`src/rtl/fetch_unit_pkg.sv`:
```
// Shared widths, queue entry layout and PC reset value for the fetch unit.
package fetch_unit_pkg;

  localparam int N_DEFAULT      = 32;
  localparam int NINSTR_DEFAULT = 7;

  localparam logic [NINSTR_DEFAULT-1:0] PC_RESET = '0;

  typedef struct packed {
    logic [N_DEFAULT-1:0]      instr;
    logic [NINSTR_DEFAULT-1:0] pc;
  } fetch_entry_t;

endpackage

```
`src/rtl/fetch_unit_if.sv`:
```
// Instruction-memory and decode-side signals of the fetch unit.
interface fetch_unit_if
  import fetch_unit_pkg::*;
#(
  parameter int n      = N_DEFAULT,
  parameter int nInstr = NINSTR_DEFAULT
);
  logic              imem_req;
  logic [nInstr-1:0] imem_addr;
  logic [n-1:0]      imem_rdata;
  logic              redirect;
  logic [nInstr-1:0] redirect_pc;
  logic              out_valid;
  logic              out_ready;
  logic [n-1:0]      out_instr;
  logic [nInstr-1:0] out_pc;

  modport master (
    output imem_req, imem_addr, out_valid, out_instr, out_pc,
    input  imem_rdata, redirect, redirect_pc, out_ready
  );

  modport slave (
    input  imem_req, imem_addr, out_valid, out_instr, out_pc,
    output imem_rdata, redirect, redirect_pc, out_ready
  );

endinterface

```
`src/rtl/fetch_queue.sv`:
```
// Small circular queue of fetched {instr, pc} entries with a synchronous flush.
module fetch_queue
  import fetch_unit_pkg::*;
#(
  parameter int  DEPTH   = 2,
  parameter type entry_t = fetch_entry_t,
  localparam int CW      = $clog2(DEPTH + 1)
) (
  input  logic          clock,
  input  logic          reset,
  input  logic          flush_i,
  input  logic          push_i,
  input  logic          pop_i,
  input  entry_t        wdata_i,
  output entry_t        head_o,
  output logic [CW-1:0] count_o
);
  localparam int PW = $clog2(DEPTH);
  localparam logic [CW-1:0] FULL = CW'(DEPTH);

  entry_t        mem_q [DEPTH];
  logic [PW-1:0] wr_ptr_q, wr_ptr_d, rd_ptr_q, rd_ptr_d;
  logic [CW-1:0] count_q, count_d;
  logic          do_push, do_pop;

  function automatic logic [PW-1:0] ptr_inc(input logic [PW-1:0] p);
    return (p == PW'(DEPTH - 1)) ? '0 : p + PW'(1);
  endfunction

  // Guards keep the queue consistent even if a caller pushes full or pops empty.
  assign do_push = push_i && ((count_q != FULL) || pop_i);
  assign do_pop  = pop_i && (count_q != '0);

  always_comb begin
    wr_ptr_d = wr_ptr_q;
    rd_ptr_d = rd_ptr_q;
    count_d  = count_q;
    if (flush_i) begin
      wr_ptr_d = '0;
      rd_ptr_d = '0;
      count_d  = '0;
    end else begin
      if (do_push) wr_ptr_d = ptr_inc(wr_ptr_q);
      if (do_pop)  rd_ptr_d = ptr_inc(rd_ptr_q);
      case ({do_push, do_pop})
        2'b10:   count_d = count_q + CW'(1);
        2'b01:   count_d = count_q - CW'(1);
        default: count_d = count_q;
      endcase
    end
  end

  always_ff @(posedge clock or posedge reset) begin
    if (reset) begin
      wr_ptr_q <= '0;
      rd_ptr_q <= '0;
      count_q  <= '0;
    end else begin
      wr_ptr_q <= wr_ptr_d;
      rd_ptr_q <= rd_ptr_d;
      count_q  <= count_d;
    end
  end

  always_ff @(posedge clock) begin
    if (do_push && !flush_i) mem_q[wr_ptr_q] <= wdata_i;
  end

  assign head_o  = mem_q[rd_ptr_q];
  assign count_o = count_q;

endmodule

```
`src/rtl/fetch_unit.sv`:
```
// Fetch unit: PC sequencing, instruction-memory requests and redirect handling
// in front of fetch_queue, which buffers returned instructions for decode.
module fetch_unit
  import fetch_unit_pkg::*;
#(
  parameter int n      = N_DEFAULT,
  parameter int nInstr = NINSTR_DEFAULT,
  parameter int DEPTH  = 2
) (
  input  logic         clock,
  input  logic         reset,
  fetch_unit_if.master bus
);
  typedef struct packed {
    logic [n-1:0]      instr;
    logic [nInstr-1:0] pc;
  } entry_t;

  localparam int CW = $clog2(DEPTH + 1);
  localparam logic [CW:0]        OCC_FULL = (CW + 1)'(DEPTH);
  localparam logic [nInstr-1:0]  PC_INIT  = nInstr'(PC_RESET);

  logic [nInstr-1:0] pc_q, pc_d;
  logic              fl_q, fl_d;
  logic [nInstr-1:0] fl_pc_q, fl_pc_d;
  logic [CW-1:0]     count;
  logic [CW:0]       occ;
  logic              req, deq, enq, valid;
  entry_t            head, tail;

  assign occ   = {1'b0, count} + (CW + 1)'(fl_q);
  assign valid = (count != '0) && !bus.redirect;
  assign deq   = valid && bus.out_ready;
  // A slot freed by this cycle's dequeue may be refilled by this cycle's
  // request; that is what sustains one instruction per cycle.
  assign req   = !reset && !bus.redirect &&
                 ((occ < OCC_FULL) || ((occ == OCC_FULL) && deq));
  assign enq   = fl_q && !bus.redirect;
  assign tail  = {bus.imem_rdata, fl_pc_q};

  always_comb begin
    pc_d    = pc_q;
    fl_d    = req;
    fl_pc_d = fl_pc_q;
    if (bus.redirect) begin
      pc_d = bus.redirect_pc;
    end else if (req) begin
      pc_d    = pc_q + nInstr'(1);
      fl_pc_d = pc_q;
    end
  end

  always_ff @(posedge clock or posedge reset) begin
    if (reset) begin
      pc_q <= PC_INIT;
      fl_q <= 1'b0;
    end else begin
      pc_q <= pc_d;
      fl_q <= fl_d;
    end
  end

  always_ff @(posedge clock) begin
    fl_pc_q <= fl_pc_d;
  end

  fetch_queue #(
    .DEPTH   (DEPTH),
    .entry_t (entry_t)
  ) u_queue (
    .clock   (clock),
    .reset   (reset),
    .flush_i (bus.redirect),
    .push_i  (enq),
    .pop_i   (deq),
    .wdata_i (tail),
    .head_o  (head),
    .count_o (count)
  );

  assign bus.imem_req  = req;
  assign bus.imem_addr = pc_q;
  assign bus.out_valid = valid;
  assign bus.out_instr = valid ? head.instr : '0;
  assign bus.out_pc    = valid ? head.pc : '0;

endmodule

```
`src/flat_wrapper.sv`:
```
// flat-port wrapper written by rule: the top's interface ports become plain ports
module fetch_unit_flat import fetch_unit_pkg::*;
#(
  parameter int n      = N_DEFAULT,
  parameter int nInstr = NINSTR_DEFAULT,
  parameter int DEPTH  = 2
)
  (clock, reset, bus_imem_req, bus_imem_addr, bus_out_valid, bus_out_instr, bus_out_pc, bus_imem_rdata, bus_redirect, bus_redirect_pc, bus_out_ready);
  fetch_unit_if #(.n(n), .nInstr(nInstr)) bus_i ();
  input  logic clock;
  input  logic reset;
  output wire logic [$bits(bus_i.imem_req)-1:0] bus_imem_req;
  output wire logic [$bits(bus_i.imem_addr)-1:0] bus_imem_addr;
  output wire logic [$bits(bus_i.out_valid)-1:0] bus_out_valid;
  output wire logic [$bits(bus_i.out_instr)-1:0] bus_out_instr;
  output wire logic [$bits(bus_i.out_pc)-1:0] bus_out_pc;
  input wire logic [$bits(bus_i.imem_rdata)-1:0] bus_imem_rdata;
  input wire logic [$bits(bus_i.redirect)-1:0] bus_redirect;
  input wire logic [$bits(bus_i.redirect_pc)-1:0] bus_redirect_pc;
  input wire logic [$bits(bus_i.out_ready)-1:0] bus_out_ready;
  assign bus_imem_req = bus_i.imem_req;
  assign bus_imem_addr = bus_i.imem_addr;
  assign bus_out_valid = bus_i.out_valid;
  assign bus_out_instr = bus_i.out_instr;
  assign bus_out_pc = bus_i.out_pc;
  assign bus_i.imem_rdata = bus_imem_rdata;
  assign bus_i.redirect = bus_redirect;
  assign bus_i.redirect_pc = bus_redirect_pc;
  assign bus_i.out_ready = bus_out_ready;
  fetch_unit #(.n(n), .nInstr(nInstr), .DEPTH(DEPTH)) u_core (.clock(clock), .reset(reset), .bus(bus_i));
endmodule
```
`config.mk`:
```
export PLATFORM = sky130hd
export DESIGN_NAME = fetch_unit_flat
export DESIGN_NICKNAME = d
export VERILOG_FILES = /design/src/rtl/fetch_unit_pkg.sv /design/src/rtl/fetch_unit_if.sv /design/src/rtl/fetch_queue.sv /design/src/rtl/fetch_unit.sv /design/src/flat_wrapper.sv
export SDC_FILE = /design/constraint.sdc
export NUM_CORES = 1
export LEC_CHECK = 0
export CAP_MARGIN = 20
export CORE_MARGIN = 2
export CORE_UTILIZATION = 40
export DETAILED_ROUTE_END_ITERATION = 8
export PLACE_DENSITY = 0.77
export SLEW_MARGIN = 20
export SYNTH_ARGS = -nofsm -noshare
export SYNTH_HDL_FRONTEND = slang
export SYNTH_HIERARCHICAL = 1
export SYNTH_SLANG_ARGS = --single-unit
```
`constraint.sdc`:
```
create_clock -name clock -period 4.7 [get_ports clock]
set_input_delay 0.94 -clock clock [delete_from_list [all_inputs] [get_ports clock]]
set_output_delay 0.94 -clock clock [all_outputs]
set_load 0.005 [all_outputs]
```
* After elaboration in Yosys (flattened, before gate mapping)
Memory sizes are Yosys's and may differ from the RTL's.
Index checks and enable logic that the tools add are counted.
** Storage, ports and cells
- Register bits :: 19
- Memory bits (writable) :: 78
- Input port bits :: 43
- Output and inout bits :: 48
- Memories :: 1
** Memory list
- u_core.u_queue.mem_q :: depth 2, width 39, read ports 1, clocked after Yosys merged registers in 0, wr ports 1, line fetch_queue.sv:21 : entry_t mem_q [DEPTH];
** Cells by class
- $add $sub $neg :: 6
- Order comparisons :: 1
- Equality and inequality tests :: 4
- Multiplexer cells :: 14
- Bitwise gates (word level) :: 1
- Reductions and logical operators :: 19
** Operator list (number)
- $mux 32 :: 1
- $mux 7 :: 3
- $logic_and 1x1->1 :: 9
- $mux 1 :: 8
- $reduce_bool 2->1 :: 4
- $add 7x1->7 const B :: 1
- $pmux 2 s2 :: 1
- $add 2x1->3 :: 1
- $eq 3x2->1 const B :: 1
- $lt 3x2->1 const B :: 1
- $reduce_bool 3->1 :: 1
- $add 1x1->1 const B :: 2
- $add 2x1->2 const B :: 1
- $eq 2x1->1 const B :: 1
- $eq 2x2->1 const B :: 1
- $logic_not 1->1 :: 2
- $logic_or 1x1->1 :: 2
- $mux 2 :: 1
- $ne 2x2->1 const B :: 1
- $reduce_and 2->1 :: 1
- $sub 2x1->2 const B :: 1
- $not 1->1 :: 1

* Longest topological paths before layout
- Depth after elaboration :: 8
- Mapped depth :: 8
- Gate-level depth less buffers :: 7

* By module
Netlist, hierarchy kept.
** By module, submodules not included
- fetch_queue :: instances 1, cells an instance 149, area an instance 3051.7 um^2, sequential area each 2442.3 um^2
- fetch_unit :: instances 1, cells an instance 108, area an instance 1016.0 um^2, sequential area each 410.4 um^2

* Worst setup path before layout
No wires, ideal clock.
- Path kind :: input-to-reg
- From :: input port bus_redirect
- To :: memory u_core/u_queue/mem_q[0][0] in the netlist's numbering (enable)
- Library setup time :: 484 ps
- Arrival time :: 4522 ps
- Path slack :: -305 ps
- Stages :: 6
- Path buffers :: 1
- Cells stage by stage :: o21ba_4 > clkbuf_1 > and2_1 > or3b_4 > nand2_1 > nor3_1
** On the way
- Word-level cells in the longest chain between the ends :: 8
** RTL lines
- start: declaration :: line flat_wrapper.sv:18 : input wire logic [$bits(bus_i.redirect)-1:0] bus_redirect;
- $logic_not 1->1 :: line fetch_unit.sv:32 : assign valid = (count != '0) && !bus.redirect;
- $logic_and 1x1->1 :: line fetch_unit.sv:32
- net bus_out_valid :: line flat_wrapper.sv:14 : output wire logic [$bits(bus_i.out_valid)-1:0] bus_out_valid;
- $logic_and 1x1->1 :: line fetch_unit.sv:33 : assign deq = valid && bus.out_ready;
- net u_core.deq :: line fetch_unit.sv:28 : logic req, deq, enq, valid;
- $logic_or 1x1->1 :: line fetch_queue.sv:31 : assign do_push = push_i && ((count_q != FULL) || pop_i);
- $logic_and 1x1->1 :: line fetch_queue.sv:31
- $logic_and 1x1->1 :: line fetch_queue.sv:66 : if (do_push && !flush_i) mem_q[wr_ptr_q] <= wdata_i;
- $mux 1 :: line fetch_queue.sv:66
- $mux 1 (implied by the code) :: line fetch_queue.sv:66
- end: declaration :: line fetch_queue.sv:21
The timed path passes the listed nets, and every way through them passes these cells.

* Final worst setup path
- From :: input port bus_redirect
- To :: output port bus_imem_req
** On the way
- Word-level cells in the longest chain between the ends :: 6
** RTL lines
- $logic_not 1->1 * :: line fetch_unit.sv:32, fetch_unit.sv:36
- $logic_and 1x1->1 :: line fetch_unit.sv:32
- $logic_and 1x1->1 :: line fetch_unit.sv:33
- $logic_and 1x1->1 :: line fetch_unit.sv:37 : ((occ < OCC_FULL) || ((occ == OCC_FULL) && deq));
- $logic_or 1x1->1 :: line fetch_unit.sv:37
- $logic_and 1x1->1 * :: line fetch_unit.sv:36 : assign req = !reset && !bus.redirect &&
- end: declaration :: line flat_wrapper.sv:12 : output wire logic [$bits(bus_i.imem_req)-1:0] bus_imem_req;
Mark *: on every way between the ends. The rest lies on a longest branch, timed or not.

==> results.yml <==
run_status:
  status: "finished, final reports clean"
cts:
  cts-root-buf: "clkbuf_8"
  cts_buffer_depth: 2
  clk_pin_slew_ns: 0.09
  cts_resized: 0
  cts_made_buffers: 9
  htree_levels: 3
  clock_sinks: 97
  cts_tree: "yes"
  insertion_delay_ns: 0.35
  cts-hold-fix-buffers: 0
  post_cts_buffers: 0
pwr:
  power.switching_uw: 330
  netSwitchingFraction_pct: 20.8
  power_leakage_nw: 1.81
  pwr_density_cell_nw_per_um2: 298
  power_frac_seq_pct: 61.4
  clkPwrFrac_pct: 30.8
  total_power_mw: 1.59
  power_frac_comb_pct: 7.7
  p_int_mw: 1.26
  ir_drop_uv: 155
synthesis:
  synthCells: 257
  yosysWarnings: 6
  ys_dominant_reg_cell: "edfxtp_1"
  synthXorXnorAreaFrac_pct: 0.646
  synth_top_family_by_area: "simple AND/OR/NAND/NOR gates"
  ys_seq_elements: 97
  avgSynthCellArea_sq_um: 15.8
  async_flop_share_pct: 12.4
  muxShareOfSynthArea_pct: 11.0
  syn-num-nets: 304
  synth_simple_gate_area_share_pct: 11.8
  synth-compound-area-share_pct: 3.05
  synthAdderAreaFrac_pct: 1.23
  synth_edf_count: 85
  ys_seq_area_share_pct: 70.1
  synth.distinct_cells: 36
  syn_area_sq_um: 4070
route:
  dr.pass1.iters: 4
  drcViolationCount: 0
  vias: 2362
  wl_per_cell_um: 15.0
  ant_nets: 0
  wl_um: 7340
  via_per_inst: 4.83
  drt_iter0_markers: 97
sta:
  period_share_pct: 81.4
  setup_slack_ns: 0.872
  worst_slew_pin_slew_ns: 0.941
  hold_violations: 0
  drv_slew: 0
  fin_skew_ns: 0.0116
  fin_setup_tns_ns: 0
  final.min_clock_period_ns: 3.83
  fmax_mhz: 261
  relSlewSlack_pct: 37.3
  rsz0062_at_grt: "false"
  setup_violations: 0
worst_hold_path:
  worstHoldStart: "u_core/fl_pc_q[0]"
  hold_class: "register to register"
  min_path_cells: 0
global_routing:
  grt_overflow: 0
  track_usage_pct: 13.5
  grt_first_pass_wirelength_um: 11600
  grt_max_degree: 43
  grt_pass1_vias: 2384
  antenna_found_initial: 1
die:
  coreArea_sq_um: 9820
  io_pins: 91
  rows: 36
  start_util_pct: 41.4
  die_area_sq_um: 11000
  die_h_um: 105
  die_x_um: 105
setup_path:
  rr_startpoint: "u_core/u_queue/count_o[1]"
  path_class: "input pin to output pin"
  endpoint_kind: "output pin"
  critPathArrivalTime_ns: 2.89
  critPathRequiredTime_ns: 3.76
  start_kind: "input pin"
  critPathMaxFanout: 42
  rr_worst_depth: 5
  critPathLaunch: "bus_redirect"
placement:
  hpwl_um: 4760
  gp_congestion: 0.727
  port_buffers: 90
  dp_slack_ns: 0.807
  placed_cell_area_sq_um: 5140
finish:
  final_core_utilization_pct: 54.2
  most-common-layout-cells: "clkdlybuf4s50_1 (90), edfxtp_1 (85), and2_1 (41)"
  antenna_cells: 0
  fin_nets: 398
  fin_area_sq_um: 5320
  layout_commonest_cell: "clkdlybuf4s50_1"
  syn_to_final_growth_pct: 30.8
  drive_gt1_share_pct: 18.8
flow_run:
  drv_cap: 0
worst paths after layout:
path	end	slack, ns
setup / recovery	bus_imem_req	0.87
hold / removal	u_core/u_queue/mem_q[1][0]	0.45
setup reg to reg	u_core/u_queue/mem_q[1][9]	1.94
hold reg to reg	u_core/u_queue/mem_q[1][0]	0.45
max in group asynchronous	u_core/bus.imem_addr[5]	3.47
min in group asynchronous	u_core/u_queue/count_o[1]	0.91
cell families (layout without fill, tap and decap cells):
logic type,count (synthesis),in the layout
and+or+nand+nor,78,78
xor gates and xnor gates,3,3
buffers and inverters,19,118
AOI/OAI and AO/OA,16,16
muxes,40,40
adders and majority gates,4,4
DFF,97,97
per-layer routing:
| metal | GRT usage, % | share of wire [%] |
|---|---|---|
| met3 | 3.62 | 5.6 |
| met2 | 22.6 | 50 |
| met5 | 0 | 0 |
| met1 | 16.3 | 43 |
| met4 | 5.71 | 1.3 |
synthesized netlist by cell type (2+ instances only):
cell type   n  area, sq um
clkbuf_1    5         18.8
xor2_1      3         26.3
nor2_1      5         18.8
or4_1       4         30.0
o21ai_0     4         20.0
ha_1        4         50.1
nand2_1     9         33.8
a21oi_1     2         10.0
edfxtp_1   85         2550
o211ai_1    4         30.0
buf_2       5         25.0
inv_1       8         30.0
nand3_1     6         30.0
and2_1     41          257
nor2b_1     2         12.5
dfrtp_1    12          300
mux2_2     39          439
through the flow:
| step | hold WS (ns) | cells |
|---|---|---|
| after floorplan | 0.421 | 257 |
| after global placement | 0.426 | 473 |
| after detailed placement | 0.434 | 473 |
| after CTS | 0.456 | 489 |
| after global routing | 0.471 | 489 |
| final | 0.453 | 489 |
power groups by stage:
stage	logic, mW	clock network [mW]	registers, mW
finish	0.123	0.489	0.975
global route	0.133	0.537	0.978
CTS	0.125	0.510	0.975
detailed placement	0.124	0	0.994
global placement	0.121	0	0.993
floorplan	0.0446	0	0.990
flip-flops by register name, summed over array words and instances, names as in the netlist:
signal,count
u_core/u_queue/rd_ptr_q,1
u_core/fl_q,1
u_core/u_queue/mem_q,78
u_core/u_queue/wr_ptr_q,1
u_core/bus.imem_addr,7
u_core/u_queue/count_o,2
u_core/fl_pc_q,7
critical path, stage by stage:
cell and delay (ns):
clkdlybuf4s50_1 0.42, o21ba_4 0.51, a32oi_2 0.18, buf_4 0.20, nor2_1 0.12, clkdlybuf4s50_1 0.52
final cells by class:
cell class | instances | area [sq um]
fill | 862 | 4500
timing repair buffer | 94 | 943
clock inverter | 4 | 27.5
tap | 133 | 166
inverter | 8 | 30.0
sequential | 97 | 2850
clock buffer | 12 | 155
multi-input combinational | 141 | 1140
Power figures use the tool's default switching activity.
